[src/rtl/bitsel_pkg.sv]
// Shared types and index helpers for the bit-select serializer and its
// downstream checker. All index math is done in 32-bit signed int so that
// declared bounds and select indices never truncate against each other.
package bitsel_pkg;

    typedef enum logic [0:0] {
        IDLE = 1'b0,
        EMIT = 1'b1
    } state_e;

    // Number of bits in a word declared [msb:lsb], either direction.
    function automatic int width_of(input int msb, input int lsb);
        return (msb >= lsb) ? (msb - lsb + 1) : (lsb - msb + 1);
    endfunction

    // True when idx names a bit of a word declared [msb:lsb].
    function automatic logic in_range(input int idx, input int msb, input int lsb);
        if (msb >= lsb) begin
            return (idx >= lsb) && (idx <= msb);
        end
        return (idx >= msb) && (idx <= lsb);
    endfunction

    // Distance of idx from the right end of the word; only meaningful in range.
    function automatic int bit_offset(input int idx, input int msb, input int lsb);
        return (msb >= lsb) ? (idx - lsb) : (lsb - idx);
    endfunction

endpackage

[src/rtl/bitsel_pick.sv]
// Combinational bit picker: returns data[idx] for a word declared [MSB:LSB]
// together with an out-of-range flag.
// Build option: BITSEL_SER_OOB_X_EN drives 1'bx on out-of-range picks
// (simulation select semantics); otherwise out-of-range picks return 0.
module bitsel_pick
    import bitsel_pkg::*;
#(
    parameter int          MSB   = 4,
    parameter int          LSB   = 0,
    parameter int unsigned IDX_W = 5
) (
    input  logic                    [MSB:LSB] data_i,
    input  logic signed [IDX_W-1:0]           idx_i,
    output logic                              bit_o,
    output logic                              oob_o
);

    localparam int unsigned DATA_W = $unsigned(width_of(MSB, LSB));

    logic [DATA_W-1:0] flat;
    logic              sel;
    int                off;

    // Flatten the word so the right-hand declared bit sits at flat[0].
    assign flat = data_i;

    // Range check and one-hot mask select; a negative or oversized offset
    // shifts the mask out entirely, and the oob flag masks the result anyway.
    always_comb begin
        off   = bit_offset(int'(idx_i), MSB, LSB);
        oob_o = !in_range(int'(idx_i), MSB, LSB);
        sel   = |(flat & (DATA_W'(1) << off));
`ifdef BITSEL_SER_OOB_X_EN
        bit_o = oob_o ? 1'bx : sel;
`else
        bit_o = oob_o ? 1'b0 : sel;
`endif
    end

endmodule

[src/rtl/bitsel_serializer.sv]
// Serializes a packed word declared [MSB:LSB] into single-bit beats by
// walking a signed, wrapping select index from in_start for in_count beats.
// Each beat reports the index used and whether it fell outside the range.
// Build option: BITSEL_SER_OOB_X_EN (see bitsel_pick) makes out-of-range
// beats carry 1'bx instead of 0.
module bitsel_serializer
    import bitsel_pkg::*;
#(
    parameter int          MSB   = 4,
    parameter int          LSB   = 0,
    parameter int unsigned IDX_W = 5,
    parameter int unsigned CNT_W = 6
) (
    input  logic                    clk,
    input  logic                    rst,
    input  logic                    in_valid,
    output logic                    in_ready,
    input  logic        [MSB:LSB]   in_data,
    input  logic signed [IDX_W-1:0] in_start,
    input  logic        [CNT_W-1:0] in_count,
    output logic                    out_valid,
    input  logic                    out_ready,
    output logic                    out_bit,
    output logic signed [IDX_W-1:0] out_idx,
    output logic                    out_oob,
    output logic                    out_last
);

    state_e                  state_q, state_d;
    logic        [MSB:LSB]   data_q, data_d;
    logic signed [IDX_W-1:0] idx_q, idx_d;
    logic        [CNT_W-1:0] rem_q, rem_d;
    logic                    in_ready_q, in_ready_d;
    logic                    out_valid_q, out_valid_d;

    logic                    pick_bit;
    logic                    pick_oob;

    // State and command registers; reset aborts any command in flight.
    always_ff @(posedge clk) begin
        if (rst) begin
            state_q     <= IDLE;
            data_q      <= '0;
            idx_q       <= '0;
            rem_q       <= '0;
            in_ready_q  <= 1'b1;
            out_valid_q <= 1'b0;
        end else begin
            state_q     <= state_d;
            data_q      <= data_d;
            idx_q       <= idx_d;
            rem_q       <= rem_d;
            in_ready_q  <= in_ready_d;
            out_valid_q <= out_valid_d;
        end
    end

    // Next-state: accept in IDLE, step index/remaining count per beat in EMIT.
    always_comb begin
        state_d = state_q;
        data_d  = data_q;
        idx_d   = idx_q;
        rem_d   = rem_q;

        case (state_q)
            IDLE: begin
                // in_ready is high throughout IDLE, so in_valid alone accepts.
                if (in_valid && (in_count != '0)) begin
                    data_d  = in_data;
                    idx_d   = in_start;
                    rem_d   = in_count;
                    state_d = EMIT;
                end
            end
            EMIT: begin
                if (out_ready) begin
                    idx_d = idx_q + IDX_W'(1);
                    rem_d = rem_q - CNT_W'(1);
                    if (rem_q == CNT_W'(1)) begin
                        state_d = IDLE;
                    end
                end
            end
            default: begin
                state_d = IDLE;
            end
        endcase

        in_ready_d  = (state_d == IDLE);
        out_valid_d = (state_d == EMIT);
    end

    // Bit lookup on the held word at the current index.
    bitsel_pick #(
        .MSB   (MSB),
        .LSB   (LSB),
        .IDX_W (IDX_W)
    ) u_pick (
        .data_i (data_q),
        .idx_i  (idx_q),
        .bit_o  (pick_bit),
        .oob_o  (pick_oob)
    );

    // Beat payload decoded from registered state, forced quiet when idle.
    assign in_ready  = in_ready_q;
    assign out_valid = out_valid_q;
    assign out_idx   = idx_q;
    assign out_bit   = out_valid_q & pick_bit;
    assign out_oob   = out_valid_q & pick_oob;
    assign out_last  = out_valid_q & (rem_q == CNT_W'(1));

endmodule

[config.mk]
export PLATFORM = sky130hd
export DESIGN_NAME = bitsel_serializer
export DESIGN_NICKNAME = d
export VERILOG_FILES = /design/src/rtl/bitsel_pkg.sv /design/src/rtl/bitsel_pick.sv /design/src/rtl/bitsel_serializer.sv
export SDC_FILE = /design/constraint.sdc
export NUM_CORES = 1
export LEC_CHECK = 0
export CAP_MARGIN = 20
export CELL_PAD_IN_SITES_DETAIL_PLACEMENT = 1
export CELL_PAD_IN_SITES_GLOBAL_PLACEMENT = 1
export CORE_MARGIN = 4
export CORE_UTILIZATION = 36
export CTS_BUF_LIST = sky130_fd_sc_hd__clkbuf_8
export CTS_CLUSTER_DIAMETER = 80
export DETAILED_ROUTE_END_ITERATION = 8
export PLACE_DENSITY_LB_ADDON = 0.1
export SETUP_SLACK_MARGIN = 0.1
export SLEW_MARGIN = 0
export SYNTH_ARGS = -nofsm -noshare
export SYNTH_HDL_FRONTEND = slang
export SYNTH_SLANG_ARGS = --single-unit
[constraint.sdc]
create_clock -name clk -period 1.7 [get_ports clk]
set_input_delay 0.255 -clock clk [delete_from_list [all_inputs] [get_ports clk]]
set_output_delay 0.255 -clock clk [all_outputs]
set_load 0.01 [all_outputs]
==> results.json, run 1 <==
{
  "status": "complete, but fails checks",
  "failed_checks": "negative setup slack",
  "die_area_mm2": 0.00398,
  "setup_tns_ns": -0.0412,
  "netlist_top_cells_area": "dfxtp_1, mux2i_1, ha_1",
  "setup_violations": 1,
  "drv_slew": 0,
  "die_w_um": 63.1,
  "async_reset_ff_share_pct": 0,
  "grt_use_total_pct": 18.5,
  "grt_setup_unrepaired": "yes",
  "critPathLaunchType": "flip-flop",
  "grt_pass1_vias": 1254,
  "grt_pass1_wl_mm": 6.00,
  "clk_latency_ns": 0.25,
  "wirelength_mm": 3.74,
  "syn_area_per_cell_um2": 8.74,
  "crit_arrival_ns": 1.49,
  "critPathSlowestCell": "mux4_2",
  "p_per_area_mw_per_mm2": 742,
  "cts.path.max_buffers": 2,
  "min_path_type": "flip-flop to flip-flop",
  "period_minus_slack_ns": 1.74,
  "nFillCells": 320,
  "yosys_warnings": 0,
  "ant_nets": 0,
  "num_rows": 19,
  "ctsRootBufferMaster": "clkbuf_8",
  "tritoncts": "done",
  "area_delta_synth_final_pct": 58.6,
  "ff2ff_setup_slack_ns": 0.10,
  "synth_edf_count": 0,
  "tightest_slew_ns": 0.363,
  "synth_fp_nets": 149,
  "setup_ws_ns": -0.0412,
  "core-area_mm2": 0.00283,
  "synth_top_area_share_pct": 33.0,
  "crit_family": "multiplexers",
  "io_pins": 30,
  "n_antenna_cell": 0,
  "numClockSinks": 18,
  "clock_skew_ns": 0.000646,
  "drt_iter0_drc": 31,
  "synth_top_area_cell": "dfxtp_1",
  "avgViaCountPerCell": 5.44,
  "synth-main-ff-cell": "dfxtp_1",
  "fin_crit_sh_pct": 102,
  "final_cell_area_mm2": 0.00173,
  "wl_per_cell_um": 17.8,
  "grt_max_degree": 22,
  "drt_pass1_iterations": 3,
  "cp-end-kind": "output pin",
  "synth-seq-cells": 18,
  "max_stage_delay_ns": 0.50,
  "synth.distinct_cells": 41,
  "initial_core_util_pct": 38.6,
  "grt_overflow": 0,
  "syn_inst": 125,
  "crit_path_max_fanout": 2,
  "ys_seq_area_share_pct": 33.0,
  "dpl.hpwl_mm": 2.72,
  "cp.required_ns": 1.44,
  "nets": 204,
  "drive_above_1_share_pct": 35.8,
  "crit_type": "flip-flop to output pin",
  "cts_max_level": 1,
  "die_y_um": 63.1,
  "finish.utilization_pct": 61.3,
  "instances_no_fill": 210,
  "drv_cap": 0,
  "clock.fmax_ghz": 0.574,
  "antenna_found_initial": 0,
  "numPortBuffers": 29,
  "ir_drop_mv": 0.480,
  "final_hold_viol_count": 0,
  "power_mw": 1.29,
  "place_congestion": 0.859,
  "place_area_mm2": 0.00158,
  "numCtsBuffers": 3,
  "synth_area_mm2": 0.00109,
  "path_clk_slew_ns": 0.07,
  "crit_chain": "mux4_2 > inv_2 > o21ai_2 > and3_1 > buf_2",
  "drc_errors": 0,
  "vias": 1143,
  "total_leakage_power_nw": 0.734,
  "slew_headroom_pct": 75.3,
  "cp_num_buf_inv": 2,
  "dp.cells": 203
}
==> through the flow <==
| stage | hold WS [ns] | worst slack, ns |
|---|---|---|
| 6_report | 0.502 | -0.0412 |
| 5_1_grt | 0.543 | -0.129 |
| 4_1_cts | 0.505 | -0.0411 |
| 3_5_place_dp | 0.488 | -0.231 |
| 3_3_place_gp | 0.489 | -0.186 |
| 2_1_floorplan | 0.402 | 0.165 |
==> power breakdown <==
part | total, mW | switching (mW) | leakage, nW | internal, mW
clock | 0.349 | 0.143 | 0.0288 | 0.206
combinational | 0.451 | 0.217 | 0.555 | 0.234
sequential | 0.487 | 0.0275 | 0.150 | 0.459
==> final timing paths <==
path	start	endpoint	cells past startpoint
min	data_q[1]$_SDFFE_PP0P_	data_q[1]$_SDFFE_PP0P_	2
min reg2reg	data_q[1]$_SDFFE_PP0P_	data_q[1]$_SDFFE_PP0P_	2
max reg2reg	out_valid$_SDFF_PP0_	out_idx[2]$_SDFFE_PP0P_	6
max	out_idx[1]$_SDFFE_PP0P_	out_bit	5
==> flip-flops by register name (all words and copies together), names as in the netlist <==
signal     flops
out_idx        5
in_ready       1
rem_q          6
out_valid      1
data_q         5
==> cell type report <==
cell class	count	area, µm²	share of cell area [%]
multi-input combinational	92	737	42.5
sequential	18	368	21.2
timing repair buffer	55	494	28.5
inverter	10	40.0	2.31
tap	31	38.8	2.24
clock buffer	4	55.1	3.18
==> cell usage after synthesis (3+ instances only) <==
| master | n |
|---|---|
| nor2_1 | 12 |
| nor4_1 | 3 |
| a211oi_1 | 3 |
| nor3_1 | 3 |
| o21ai_1 | 3 |
| mux2i_1 | 7 |
| ha_1 | 4 |
| nand2_1 | 8 |
| nand3_1 | 4 |
| o21ai_0 | 5 |
| inv_1 | 10 |
| dfxtp_1 | 18 |
| a21oi_1 | 9 |
==> worst reg2reg max path, cell delays in order (launching register included) <==
cell,delay [ns]
dfxtp_2,0.36
buf_12,0.16
mux2i_2,0.38
a31oi_4,0.10
buf_4,0.19
a21bo_2,0.19
a21oi_1,0.14
==> metal layers <==
metal	wire length, µm	part of all wire [%]	GRT usage, %
met5	0	0	0
met4	85	2.3	4.41
met3	164	4.4	3.37
met2	1960	52	32.8
met1	1530	41	23.0
==> cells by family after synthesis <==
group / count (synthesis) / synth area share (%)
AND/OR/NAND/NOR: 44 / 22.3
buffers and inverters: 16 / 6.99
flip-flops: 18 / 33.0
AO/OA/AOI/OAI: 35 / 24.6
multiplexers: 8 / 8.48
adder cells (fa/ha/maj): 4 / 4.58
==> repair_timing <==
item | in CTS | in global routing
pin swaps | 4 | 4
setup buffers | 2 | 0
endpoints found under the setup margin | 16 | 14
cloned | 1 | 0
gates resized for setup | 24 | 19
hold buffers | 0 | 0
==> layout by cell type, fill, tap and decap left out, types with 2 or more instances in the layout <==
cell / netlist / routed
a31oi_4: 1 / 2
nor4_4: 1 / 2
nand2_1: 8 / 7
clkbuf_8: 0 / 4
nor4_1: 3 / 2
o21ai_0: 5 / 4
o31ai_1: 2 / 2
nor2_1: 12 / 10
nor2b_1: 2 / 2
dlygate4sd2_1: 0 / 2
a221oi_2: 2 / 2
buf_2: 1 / 3
inv_2: 0 / 3
a21bo_2: 2 / 2
o2bb2ai_1: 2 / 2
a211oi_2: 1 / 3
inv_1: 10 / 6
and2b_1: 2 / 2
buf_4: 0 / 24
ha_1: 4 / 3
dfxtp_2: 0 / 3
a21oi_1: 9 / 9
mux2i_1: 7 / 6
o21ai_1: 3 / 3
nand3_1: 4 / 4
dlymetal6s2s_1: 0 / 4
nor3_1: 3 / 3
clkdlybuf4s50_1: 0 / 20
nor2_2: 1 / 3
dfxtp_1: 18 / 14
Power figures use the tool's default switching activity.
==> run 2, diff against run 1 <==
- CTS_CLUSTER_SIZE: not set -> 8
- REMOVE_ABC_BUFFERS: not set -> 1
==> run 2 against run 1 <==
Against the previous run: the run still ends with negative setup slack left; wire length is 19% higher; register-to-register slack better by 0.02 ns; hold slack worse by 0.00077 ns.
==> results.json, run 2 (synthesis gave the netlist of run 1 again) <==
{
  "die_w_um": 63.1,
  "area_delta_synth_final_pct": 68.8,
  "wirelength_mm": 4.45,
  "critPathLaunchType": "flip-flop",
  "status": "complete, but fails checks",
  "vias": 1269,
  "antenna_found_initial": 0,
  "tritoncts": "done",
  "period_minus_slack_ns": 1.80,
  "instances_no_fill": 224,
  "avgViaCountPerCell": 5.67,
  "nets": 218,
  "failed_checks": "negative setup slack",
  "final_cell_area_mm2": 0.00184,
  "crit_family": "buffers and inverters",
  "grt_max_degree": 12,
  "drv_slew": 0,
  "numPortBuffers": 29,
  "max_stage_delay_ns": 0.33,
  "cp.required_ns": 1.44,
  "drive_above_1_share_pct": 38.3,
  "ff2ff_setup_slack_ns": 0.12,
  "ctsRootBufferMaster": "clkbuf_8",
  "holdPathEnd": "rem_q[4]$_SDFFE_PP0P_",
  "r2r_cells": 6,
  "tightest_slew_ns": 0.373,
  "crit_arrival_ns": 1.54,
  "clock_skew_ns": 0.00211,
  "grt_pass1_vias": 1389,
  "ant_nets": 0,
  "ctsHoldBuffers": 0,
  "path_clk_slew_ns": 0.07,
  "place_area_mm2": 0.00160,
  "grt_use_total_pct": 20.5,
  "min-delay-start": "in_count[4]",
  "cp-end-kind": "output pin",
  "numCtsBuffers": 3,
  "place_ws_ns": -0.300,
  "clock.fmax_ghz": 0.556,
  "cts_max_level": 1,
  "nFillCells": 322,
  "largest_register_ffs": 6,
  "final_hold_viol_count": 0,
  "grt_pass1_wl_mm": 6.50,
  "min_path_type": "primary input to flip-flop",
  "grt_overflow": 0,
  "dpl.hpwl_mm": 2.79,
  "numClockSinks": 18,
  "layout_common_cells": "buf_4, clkdlybuf4s50_1, dfxtp_1",
  "cp_num_buf_inv": 4,
  "hold_path_depth": 4,
  "total_leakage_power_nw": 0.801,
  "fin_crit_sh_pct": 106,
  "final_common_cell": "buf_4",
  "die_y_um": 63.1,
  "crit_type": "flip-flop to output pin",
  "setup_violations": 2,
  "rr_endpoint": "rem_q[3]$_SDFFE_PP0P_",
  "crit_start": "out_idx[1]$_SDFFE_PP0P_",
  "top_register": "rem_q",
  "n_antenna_cell": 0,
  "drt_iter0_drc": 28,
  "clk_latency_ns": 0.25,
  "crit_path_max_fanout": 2,
  "setup_ws_ns": -0.0979,
  "cts.path.max_buffers": 2,
  "critPathSlowestCell": "dfxtp_2",
  "die_area_mm2": 0.00398,
  "drv_cap": 0,
  "slew_headroom_pct": 74.9,
  "dp.cells": 206,
  "place_congestion": 0.820,
  "ir_drop_mv": 0.312,
  "io_pins": 30,
  "num_rows": 19,
  "initial_core_util_pct": 38.6,
  "p_per_area_mw_per_mm2": 731,
  "crit_chain": "buf_4 > inv_2 > ha_1 > inv_1 > a211oi_2 > and3_1 > buf_2",
  "wl_per_cell_um": 19.9,
  "drc_errors": 0,
  "regToRegStartpoint": "out_valid$_SDFF_PP0_",
  "grt_setup_unrepaired": "yes",
  "core-area_mm2": 0.00283,
  "drt_pass1_iterations": 4
}
run 2: tightest hold or removal path, cell delays in order:
cell	delay [ns]
dlymetal6s2s_1	0.15
o2bb2ai_1	0.15
a2bb2oi_1	0.08
nor2_1	0.08
run 2: how the worst max path moves through the flow:
| stage | end | cells after the start |
|---|---|---|
| 4_1_cts | out_bit | 5 |
| 2_1_floorplan | out_idx[0]$_SDFFE_PP0P_ | 4 |
| 3_5_place_dp | out_idx[0]$_SDFFE_PP0P_ | 5 |
| 5_1_grt | out_bit | 7 |
| 3_3_place_gp | out_idx[0]$_SDFFE_PP0P_ | 5 |
| 6_report | out_bit | 7 |
run 2: repair_timing:
action,4_1_cts,5_1_grt
pin swaps,4,4
hold endpoints to repair,0,0
setup endpoints to repair,13,13
resized for setup,26,14
buffers inserted,5,8
gates cloned,1,0
run 2: cell type report:
| cell class | instances | area (µm²) | area share [%] |
|---|---|---|---|
| Timing Repair Buffer | 69 | 616 | 33.4 |
| Clock buffer | 4 | 55.1 | 2.99 |
| Inverter | 10 | 37.5 | 2.04 |
| Tap cell | 31 | 38.8 | 2.10 |
| Multi-Input combinational cell | 92 | 731 | 39.6 |
| Sequential cell | 18 | 367 | 19.9 |
run 2: report_power, final:
| part | total, mW | internal [mW] | switching (mW) |
|---|---|---|---|
| combinational | 0.501 | 0.263 | 0.238 |
| sequential | 0.488 | 0.459 | 0.0297 |
| clock | 0.359 | 0.206 | 0.153 |
| total | 1.35 | 0.928 | 0.421 |
run 2: through the flow:
stage / util (%) / TNS, ns / total power [mW] / hold slack (ns)
3_3_place_gp: 56.5 / -1.68 / 0.888 / 0.474
6_report: 65.2 / -0.172 / 1.35 / 0.501
4_1_cts: 60.5 / -0.0925 / 1.30 / 0.509
2_1_floorplan: - / -0.384 / 0.676 / 0.320
5_1_grt: 65.2 / -0.298 / 1.43 / 0.553
3_5_place_dp: 56.5 / -2.71 / 0.910 / 0.492
run 2: layer usage:
| layer | track usage (%) | vias to the layer above | wire (µm) |
|---|---|---|---|
| li1 | - | 593 | - |
| met1 | 21.9 | 615 | 1760 |
| met2 | 38.6 | 43 | 2290 |
| met3 | 4.09 | 18 | 248 |
| met4 | 8.54 | 0 | 151 |
| met5 | 0 | - | 0 |
